File: src/rtl/instruction_fetch_unit.sv
// Instruction fetch stage: PC sequencing, I-mem handshake, redirect/stall handling.
// Optional MISALIGNED_TARGET_TRAP_EN adds a sticky trap on misaligned redirect targets.
module instruction_fetch_unit (
  input  logic        CLK,
  input  logic        RESET,
  input  logic        PC_MUX_SEL,
  input  logic [31:0] BRANCH_TARGET,
  input  logic        STALL,
  input  logic        IMEM_BUSYWAIT,
  input  logic [31:0] IMEM_INSTR,
  output logic        IMEM_READ,
  output logic [31:0] IMEM_ADDR,
  output logic [31:0] INSTR,
  output logic [31:0] INSTR_PC,
  output logic        INSTR_VALID,
  output logic        FLUSH
`ifdef MISALIGNED_TARGET_TRAP_EN
  ,
  output logic        FETCH_MISALIGNED
`endif
);

  typedef enum logic [1:0] {FETCH, WAIT, HOLD} state_t;

  state_t      state;
  logic [31:0] pc;
  logic [31:0] fetch_addr;
  logic [31:0] hold_buf;
  logic        discard;
  logic        trap;
  logic        bad_redirect;
  logic        accept;
  logic [31:0] target;
  logic [31:0] addr_plus4;

`ifdef MISALIGNED_TARGET_TRAP_EN
  assign bad_redirect = PC_MUX_SEL && (BRANCH_TARGET[1:0] != 2'b00);

  always_ff @(posedge CLK) begin
    if (RESET)
      trap <= 1'b0;
    else if (bad_redirect)
      trap <= 1'b1;
  end

  assign FETCH_MISALIGNED = trap;
`else
  assign bad_redirect = 1'b0;
  assign trap         = 1'b0;
`endif

  // Low target bits are ignored: targets are always word aligned here.
  assign target     = BRANCH_TARGET & ~32'h3;

  assign IMEM_READ  = (state != HOLD) && !trap;
  assign IMEM_ADDR  = (state == WAIT) ? fetch_addr : pc;
  assign accept     = IMEM_READ && !IMEM_BUSYWAIT;
  assign addr_plus4 = IMEM_ADDR + 32'd4;
  assign FLUSH      = PC_MUX_SEL;

  always_ff @(posedge CLK) begin
    if (RESET) begin
      state       <= FETCH;
      pc          <= '0;
      fetch_addr  <= '0;
      hold_buf    <= '0;
      discard     <= 1'b0;
      INSTR       <= '0;
      INSTR_PC    <= '0;
      INSTR_VALID <= 1'b0;
    end else if (trap || bad_redirect) begin
      // Trapped: the stage is frozen until reset, only bubbles leave it.
      INSTR_VALID <= 1'b0;
    end else if (PC_MUX_SEL) begin
      pc          <= target;
      INSTR_VALID <= 1'b0;
      if (accept) begin
        discard <= 1'b0;
        state   <= FETCH;
      end else if (state == WAIT || state == FETCH) begin
        // A request is in flight; let it complete at its address and drop it.
        discard <= 1'b1;
        if (state == FETCH)
          fetch_addr <= pc;
        state <= WAIT;
      end else begin
        state <= FETCH;
      end
    end else if (accept) begin
      if (discard) begin
        discard <= 1'b0;
        state   <= FETCH;
        if (!STALL)
          INSTR_VALID <= 1'b0;
      end else if (!STALL) begin
        INSTR       <= IMEM_INSTR;
        INSTR_PC    <= IMEM_ADDR;
        INSTR_VALID <= 1'b1;
        pc          <= addr_plus4;
        state       <= FETCH;
      end else begin
        hold_buf <= IMEM_INSTR;
        pc       <= addr_plus4;
        state    <= HOLD;
      end
    end else begin
      case (state)
        FETCH: begin
          fetch_addr <= pc;
          state      <= WAIT;
          if (!STALL)
            INSTR_VALID <= 1'b0;
        end
        WAIT: begin
          if (!STALL)
            INSTR_VALID <= 1'b0;
        end
        HOLD: begin
          // pc already points past the buffered word.
          if (!STALL) begin
            INSTR       <= hold_buf;
            INSTR_PC    <= pc - 32'd4;
            INSTR_VALID <= 1'b1;
            state       <= FETCH;
          end
        end
        default: state <= FETCH;
      endcase
    end
  end

endmodule
File: config.mk
export PLATFORM = sky130hd
export DESIGN_NAME = instruction_fetch_unit
export DESIGN_NICKNAME = d
export VERILOG_FILES = /design/src/rtl/instruction_fetch_unit.sv
export SDC_FILE = /design/constraint.sdc
export NUM_CORES = 1
export LEC_CHECK = 0
export ABC_AREA = 0
export ABC_CLOCK_PERIOD_IN_PS = 6000
export CAP_MARGIN = 20
export CORE_UTILIZATION = 58
export CTS_BUF_LIST = sky130_fd_sc_hd__clkbuf_2 sky130_fd_sc_hd__clkbuf_4 sky130_fd_sc_hd__clkbuf_8
export DETAILED_ROUTE_END_ITERATION = 8
export GPL_ROUTABILITY_DRIVEN = 0
export GPL_TIMING_DRIVEN = 1
export PLACE_DENSITY = 0.88
export SLEW_MARGIN = 20
export SYNTH_ARGS = -nofsm -noshare
export SYNTH_HDL_FRONTEND = slang
export SYNTH_SLANG_ARGS = --single-unit
File: constraint.sdc
create_clock -name CLK -period 6 [get_ports CLK]
set_input_delay 0.9 -clock CLK [delete_from_list [all_inputs] [get_ports CLK]]
set_output_delay 0.9 -clock CLK [all_outputs]
set_load 0.05 [all_outputs]
==> flow_summary.toml <==
[global_route]
antenna_found_initial = 0
grt_use_total_pct = 32.70
grt_first_pass_wirelength_microns = 38370
overflow = 0
grt_max_degree = 87
grt_pass1_vias = 7642

[cts]
cts_hold_buf = 0
cts_buffers = 17
clkLatencyLatePin_ps = 460
ctsHtreeMaxLevel = 4
cts_root_buffer = "clkbuf_8"
cts_setup_buffers = 0
clk_path_buf_depth = 2
cts_sinks = 164
clk_pin_slew_ps = 80
cts_resized = 0
cts_tree = "done"

[critical_path]
worstReg2RegStart = "state[0]"
crit_path_start_kind = "register"
crit_chain = "nand2b_2, buf_4, mux2i_1, inv_1, clkdlybuf4s50_1"
slowest_delay_ps = 740
cp_max_fo = 30
critPathTopFamily = "buffers and inverters"
arrival_ps = 3170
critPathKind = "reg2out"
crit_path_start = "state[1]"
path_buf_inv = 3
critPathRequiredTime_ps = 5100
cp_slowest_cell = "clkdlybuf4s50_1"
end_kind = "output pin"

[power_and_ir_drop]
power_leakage_uw = 0.003614
p_seq_share_pct = 48.3
ir_drop_v = 0.0001258
netSwitchingPower_uw = 823.8
p_total_uw = 2468
p_clk_share_pct = 29.5
power_density_mw_per_mm2 = 238.4
p_int_uw = 1645
combPwrFrac_pct = 22.2
switching_share_pct = 33.37

[timing]
worstMarginPinSlew_ps = 893.6
fin_skew_ps = 10.56
slew-limit-headroom_pct = 40.43
fin_tns_setup_ps = 0
rsz0062_at_grt = "no"
finalCritPeriodShare_pct = 67.89
hold_viol = 0
clock.fmax_mhz = 245.5
slew_violations = 0
fin_crit_ps = 4073
setup_violations = 0

[die]
die_h_microns = 122.5
fp.dieArea_sq_mm = 0.01501
io_pins = 168
start_util_pct = 60.00
coreArea_sq_mm = 0.01404
row_count = 43
die_x_microns = 122.5

[drt]
drt-initial-drc-count = 952
vias_per_cell = 6.023
antenna_left = 0
routed_wl_microns = 24350
vias = 8463
wl_per_cell_microns = 17.33
dr.pass1.iters = 6
drc_errors = 0

[hold_path]
hp-start = "hold_buf[13]"
hold_path_class = "reg2reg"

[logic_synthesis]
synth.largest_area_cell = "dfxtp_1"
yosys_most_used_dff = "dfxtp_1"
syn-num-nets = 1189
syn_area_per_cell_sq_um = 7.536
yosys.cell_types.count = 64
syn_inst = 1118
yosysSeqAreaShare_pct = 38.97
yosys_register_bits = 164
ys_warn_count = 0
synth_area_sq_mm = 0.008426
yosys-top-cells-area = "dfxtp_1 (39%), nand2_1 (13%), a21oi_1 (6.8%), nor2_1 (4.0%), clkbuf_1 (3.6%)"
synth-edff-count = 0
async_flop_share_pct = 0
synth.top_cell.area_share_pct = 38.97

[flow_run]
maxCapViolCount = 0

[place]
hpwlAfterDp_microns = 16000
io_buffers = 165

[final_layout]
fin_nets = 1284
diodes = 0
drive_gt1_share_pct = 6.776
nFillCells = 1098
area.growth.synth_to_final_pct = 22.87

[outcome]
status = "complete, no violations"
[cell usage after synthesis, drive strengths merged, types with 6 or more instances]
cell / number
nand2b: 6
nor2: 89
nor3: 30
a31oi: 16
or3: 8
clkbuf: 81
and3: 8
o211ai: 16
a311oi: 33
a21oi: 114
a2111oi: 7
xnor2: 32
nand3: 12
nor4: 17
inv: 26
nor3b: 7
mux2i: 22
buf: 23
o22ai: 14
or4: 6
nand2: 296
xor2: 15
nor2b: 6
dfxtp: 164
a221oi: 7
o21ai: 18
[registers in the layout, summed over array words and instances (netlist names), named ones only]
signal / cells
pc: 32
INSTR: 32
hold_buf: 32
discard: 1
fetch_addr: 32
INSTR_PC: 32
state: 2
[layout make-up]
type	instances	area, sq um	area share, %
Multi-Input combinational cell	824	4618	44.61
Inverter	26	97.59	0.9427
Sequential cell	164	3283	31.71
Clock inverter	11	82.58	0.7977
Clock buffer	20	269.0	2.599
Timing Repair Buffer	180	1777	17.16
Tap cell	180	225.2	2.175
[cell usage in the layout, fill, tap and decap left out, types with 8 or more instances in the layout]
cell type,count
clkbuf_8,19
and3_1,8
xor2_1,15
o211ai_1,15
mux2i_1,18
nand2_1,296
nor3_1,25
nand3_1,12
a311oi_1,33
nor2_1,87
o22ai_1,14
inv_1,25
buf_4,15
nor4_1,10
clkdlybuf4s50_1,163
a21oi_1,114
xnor2_1,32
a31oi_1,16
o21ai_0,17
dfxtp_1,164
[worst register-to-register path, cell delays in order, from the launching register on]
cell      delay (ps)
dfxtp_1          590
and2b_1          480
buf_16           220
nand2_1           70
o21ai_0          160
ha_1             350
o211ai_1         150
or3_4            530
nor4b_1          430
mux2i_1          270
nand3_1           90
[layer usage]
metal | share of wire (%) | global-route usage (%) | vias to the layer above
li1 | - | - | 4024
met1 | 41 | 41.71 | 3957
met2 | 46 | 51.83 | 402
met3 | 7.9 | 5.762 | 80
met4 | 4.4 | 19.05 | 0
met5 | 0 | 0 | -
[through the flow]
stage               setup WS, ps  std cells  util [%]  area (sq um)  hold slack (ps)
detailed placement          2260       1373     71.02          9973            444.7
global placement            2259       1373     71.02          9973            440.3
CTS                         1722       1404     73.53         10320            456.3
global route                1784       1405     73.72         10350            471.1
finish                      1927       1405     73.72         10350            456.8
floorplan                   1775       1118         -          8426            433.8
[cell families after synthesis]
family | after synthesis | synth area share, %
compound gates | 240 | 18.30
xor+xnor | 47 | 4.886
fa+ha+maj | 2 | 0.2970
buf+inv | 130 | 6.430
flops | 164 | 38.97
mux | 27 | 3.668
simple gates | 508 | 27.46
[power groups by stage]
| stage | sequential (uW) | clock (uW) | combinational [uW] |
|---|---|---|---|
| 3_5_place_dp | 1210 | 0 | 538 |
| 4_1_cts | 1190 | 735 | 541 |
| 3_3_place_gp | 1210 | 0 | 530 |
| 5_1_grt | 1200 | 774 | 584 |
| 2_1_floorplan | 1250 | 0 | 320 |
| 6_report | 1190 | 728 | 548 |
[path summary, 6_finish.rpt]
path / end / slack (ps) / cells after the start
max reg2reg: pc[30] / 2550 / 10
min: hold_buf[13] / 460 / 2
min reg2reg: hold_buf[13] / 460 / 2
max: IMEM_ADDR[7] / 1930 / 5
No activity file was read; power rests on OpenSTA's default activity.
